$ cat src/rtl/j1_io_responder.sv
// j1_io_responder: J1 core I/O block with GPIO, a 16-bit cycle counter and a FIFO-fed 8N1 UART transmitter
module j1_io_responder #(
  parameter int CLKS_PER_BIT = 217,
  parameter int FIFO_DEPTH_LOG2 = 2,
  parameter int WIDTH = 16
) (
  input  logic             clk,
  input  logic             rst,
  input  logic             io_we,
  input  logic             io_re,
  input  logic [WIDTH-1:0] io_ptr,
  input  logic [WIDTH-1:0] io_out,
  output logic [WIDTH-1:0] io_in,
  input  logic [7:0]       gpio_in,
  output logic [7:0]       gpio_out,
  output logic             uart_tx
);
  localparam int AW = FIFO_DEPTH_LOG2;
  localparam int DEPTH = 1 << AW;
  localparam logic [WIDTH-1:0] A_GPO = WIDTH'(16'h4000);
  localparam logic [WIDTH-1:0] A_GPI = WIDTH'(16'h4001);
  localparam logic [WIDTH-1:0] A_UDT = WIDTH'(16'h4002);
  localparam logic [WIDTH-1:0] A_UST = WIDTH'(16'h4003);
  localparam logic [WIDTH-1:0] A_CYC = WIDTH'(16'h4004);
  typedef enum logic [1:0] {IDLE, START, DATA, STOP} state_t;
  state_t r_state, w_next;
  logic [15:0] r_cycle, r_baud;
  logic [2:0] r_idx;
  logic [7:0] r_shift, w_status;
  logic [7:0] r_mem [DEPTH];
  logic [AW-1:0] r_rd, r_wr;
  logic [AW:0] r_count;
  logic r_ovf, w_full, w_empty, w_push, w_pop, w_baud_done, w_uart_wr, w_status_rd, w_tx;
  logic w_unused;
  assign w_unused = ^io_out[WIDTH-1:8];
  always_comb begin
    w_full = r_count == (AW+1)'(DEPTH);
    w_empty = r_count == '0;
    w_baud_done = r_baud == 16'(CLKS_PER_BIT - 1);
    w_uart_wr = io_we && io_ptr == A_UDT;
    w_status_rd = io_re && io_ptr == A_UST;
    w_push = w_uart_wr && !w_full;
    w_status = {4'(r_count), r_ovf, r_state != IDLE, w_empty, w_full};
    io_in = io_ptr == A_GPO ? WIDTH'(gpio_out) :
            io_ptr == A_GPI ? WIDTH'(gpio_in) :
            io_ptr == A_UST ? WIDTH'(w_status) :
            io_ptr == A_CYC ? WIDTH'(r_cycle) : '0;
  end
  always_ff @(posedge clk)
    r_state <= rst ? IDLE : w_next;
  // STOP chains straight into START when more bytes are queued, so frames stay gapless
  always_comb begin
    w_next = r_state;
    case (r_state)
      IDLE:    w_next = w_empty ? IDLE : START;
      START:   w_next = w_baud_done ? DATA : START;
      DATA:    w_next = (w_baud_done && r_idx == 3'd7) ? STOP : DATA;
      default: w_next = w_baud_done ? (w_empty ? IDLE : START) : STOP;
    endcase
  end
  always_comb begin
    w_pop = w_next == START && (r_state == IDLE || r_state == STOP);
    w_tx = w_pop ? 1'b0 :
           (r_state == START && w_baud_done) ? r_shift[0] :
           (r_state == DATA && w_baud_done) ? (r_idx == 3'd7 ? 1'b1 : r_shift[1]) : uart_tx;
  end
  always_ff @(posedge clk)
    if (w_push && !rst) r_mem[r_wr] <= io_out[7:0];
  always_ff @(posedge clk) begin
    if (rst) begin
      gpio_out <= '0;
      r_cycle <= '0;
      r_rd <= '0;
      r_wr <= '0;
      r_count <= '0;
      r_ovf <= 1'b0;
      r_baud <= '0;
      r_idx <= '0;
      r_shift <= '0;
      uart_tx <= 1'b1;
    end else begin
      r_cycle <= r_cycle + 16'd1;
      if (io_we && io_ptr == A_GPO) gpio_out <= io_out[7:0];
      if (w_push) r_wr <= r_wr + AW'(1);
      r_count <= r_count + (AW+1)'(w_push) - (AW+1)'(w_pop);
      r_ovf <= (w_uart_wr && w_full) || (r_ovf && !w_status_rd);
      if (w_pop) r_rd <= r_rd + AW'(1);
      r_shift <= w_pop ? r_mem[r_rd] : (r_state == DATA && w_baud_done) ? r_shift >> 1 : r_shift;
      r_baud <= (r_state == IDLE || w_baud_done) ? '0 : r_baud + 16'd1;
      r_idx <= (r_state == DATA && w_baud_done) ? r_idx + 3'd1 : r_idx;
      uart_tx <= w_tx;
    end
  end
endmodule

$ cat config.mk
export PLATFORM = sky130hd
export DESIGN_NAME = j1_io_responder
export DESIGN_NICKNAME = d
export VERILOG_FILES = /design/src/rtl/j1_io_responder.sv
export SDC_FILE = /design/constraint.sdc
export NUM_CORES = 1
export LEC_CHECK = 0
export BUFFER_PORTS_ARGS = -buffer_cell sky130_fd_sc_hd__buf_2
export CAP_MARGIN = 40
export CORE_MARGIN = 5
export CORE_UTILIZATION = 56
export DETAILED_ROUTE_END_ITERATION = 10
export GPL_TIMING_DRIVEN = 1
export PLACE_DENSITY = 0.85
export REMOVE_ABC_BUFFERS = 1
export SKIP_CTS_REPAIR_TIMING = 1
export SYNTH_ARGS = -nofsm -noshare
export SYNTH_HDL_FRONTEND = slang
export SYNTH_SLANG_ARGS = --single-unit
$ cat constraint.sdc
create_clock -name clk -period 3.6 [get_ports clk]
set_input_delay 0.72 -clock clk [delete_from_list [all_inputs] [get_ports clk]]
set_output_delay 0.72 -clock clk [all_outputs]
set_load 0.005 [all_outputs]
==> reports/qor.txt <==
Avg Synthesized Cell Area -> 10.62 um^2
TritonCTS Buffers -> 9
Post-synth EDFFs -> 32
Register area share after synthesis -> 51.11%
MaxCap Viol Count -> 0
Via count -> 3140
Leak -> 2.010 nW
Core area -> 7687 um^2
Ranking of synthesized cells by area -> dfxtp_1 29%, edfxtp_1 22%, nor2_1 5.5%
Yosys top cell by area -> dfxtp_1
Yosys warnings -> 0
Final setup fails -> 0
Largest net degree at the start of global routing -> 38
Global-route wire length before repair -> 15020 um
HP Class -> reg -> reg
Share of layout cells above drive strength 1 -> 20.72%
H-tree levels -> 3
Most frequent CP cell -> buf_2
Initial antenna violation count -> 0
Routed Antenna Nets -> 0
Setup TNS -> 0 ps
Final hold vios -> 0
FF+latch count, synth -> 96
Final Critical Period -> 3398 ps
Clk slew on worst S/H paths -> 80 ps
Share of the synthesized area in the top cell type -> 29.21%
Slew HR -> 50.50%
Max Buffers Root-to-Sink -> 2
Mapped Cells -> 413
Cell variety after synth -> 49
CTS tree -> built
N_diodes -> 0
Delay-heaviest family, CP -> simple AND/OR/NAND/NOR gates
Initial DRC Count -> 200
Port-buffer cells -> 60
RSZ-0062 raised after global routing -> no
Final Wtd Congestion -> 0.8298
Synth-to-layout area growth -> 13.15%
Num rows -> 32
Startpoint Class -> primary input
Worst path slowest cell -> or4_4
WL final -> 8984 um
Die Width -> 98.51 um
Fin Hold WS -> 467.4 ps
Skew final -> 17.11 ps
Crit path required time -> 2880 ps
Total power -> 2.475 mW
Fin nets -> 528
Power per Cell Area -> 498.7 nW/um^2
DP HPWL -> 6512 um
Mapped Area -> 4387 um^2
Bufs and invs on worst path -> 3
Die area -> 9703 um^2
Post-Place Worst Slack -> 194.4 ps
Worst-path fanout max -> 15
Top_reg_cell synth -> dfxtp_1
Worst VDD drop -> 200.3 uV
CP peak stage delay -> 560 ps
Sink Count -> 96
Final core utilization -> 64.57%
GRT overflow -> 0
GR Util All Layers -> 19.13%
Residual DRC -> 0
Crit Path Class -> in -> out
Crit. End Element -> output port
Maximum clock frequency -> 0.2943 GHz
Clock root cell -> clkbuf_8
Die height -> 98.51 um
IO Count -> 69
Period utilisation layout -> 94.39%
Critical Path, Cell by Cell -> buf_2 -> or4_4 -> nor4_4 -> or4b_1 -> buf_4 -> a31oi_1 -> buf_2
Crit path DAT -> 2680 ps
Drt wl/cell -> 15.62 um
Initial core utilization -> 57.06%
Final Max Slew Viols -> 0
Ys async rst share -> 0%
Vias in the first global route -> 3222
Status -> finished, final reports clean
Setup ws final -> 202.0 ps
Via density -> 5.461
Worst-Margin Slew -> 740.3 ps
Worst skew pair latency -> 360 ps
TritonRoute pass-1 iters -> 4
[flip-flops by register name, summed over array words and instances (netlist names), named ones only]
name,flops
r_mem,32
r_wr,2
uart_tx,1
r_cycle,16
r_baud,16
r_count,3
r_rd,2
r_state,2
gpio_out,8
r_ovf,1
r_shift,8
r_idx,3
[cell type report]
class	instances	area (um^2)
Inverter	18	67.56
Tap cell	102	127.6
Clock buffer	9	123.9
Timing Repair Buffer	65	337.8
Sequential cell	96	2242
Clock inverter	7	72.57
Fill cell	596	2724
Multi-Input combinational cell	278	1992
[Yosys cell counts (12+ instances only)]
cell type and n:
xnor2_1 12, nand2_1 15, ha_1 15, dfxtp_1 64, and2_1 13, nand3_1 16, nor2_1 64, xor2_1 18
inv_1 18, mux2i_1 18, edfxtp_1 32, clkbuf_1 12
[stage by stage]
stage          std cells  instance area [um^2]
3_5_place_dp         559                  4761
4_1_cts              575                  4957
6_report             575                  4964
2_1_floorplan        392                  4295
3_3_place_gp         559                  4761
5_1_grt              575                  4964
[worst reg2reg max path, stage by stage (launching register included)]
cell and delay, ps:
dfxtp_1 340, inv_1 60, ha_1 160, nor4b_1 450, and4_1 450, mux2_2 390, inv_1 110, ha_1 130
inv_1 40, ha_1 180, fa_1 370, xnor2_1 170, xnor2_1 140, nor2_1 50
[power breakdown]
group          total (mW)  internal, mW  switching (mW)
Sequential           1.29          1.20          0.0899
Clock               0.682         0.273           0.410
Combinational       0.507         0.252           0.255
[worst paths after layout]
check                  from          to  slack, ps  cells after the start
setup / recovery  io_ptr[9]    io_in[2]        200                      7
hold / removal    r_baud[0]   r_baud[0]        470                      1
setup reg to reg  r_baud[0]  r_count[2]        460                     13
hold reg to reg   r_baud[0]   r_baud[0]        470                      1
[layer usage]
layer | up-vias | GRT usage [%] | wire (um) | part of all wire (%)
li1 | 1571 | - | - | -
met1 | 1467 | 25.13 | 4065 | 45
met2 | 89 | 30.73 | 4323 | 48
met3 | 13 | 4.529 | 403 | 4.5
met4 | 0 | 7.458 | 191 | 2.1
met5 | - | 0 | 0 | 0
[placed cells by master, fill, tap and decap left out, drive strengths merged, types with 3 or more instances in the layout]
cell    Yosys  final
ha         15     15
inv        18     22
edfxtp     32     32
nor3b       3      3
o21ai       6      6
nor3        6      6
a21oi       9      9
mux4        8      8
and4        4      4
mux2i      18     18
nor4        5      5
a31oi       6      6
nand2      15     15
nor2       64     64
nor2b       6      6
xnor2      12     12
dfxtp      64     64
nand4       6      6
and3        4      4
a22oi       5      5
nand3      16     16
a211oi      9      9
buf         8     65
xor2       18     18
or3         6      6
clkbuf     13      9
and2       14     14
[logic make-up after synthesis]
logic type | after synthesis | synth area share, %
xor+xnor | 30 | 5.990
simple gates | 160 | 19.08
flops | 96 | 51.11
fa+ha+maj | 16 | 4.735
compound gates | 44 | 6.731
buf+inv | 39 | 3.622
mux | 28 | 8.728
No activity file was read; power rests on OpenSTA's default activity.
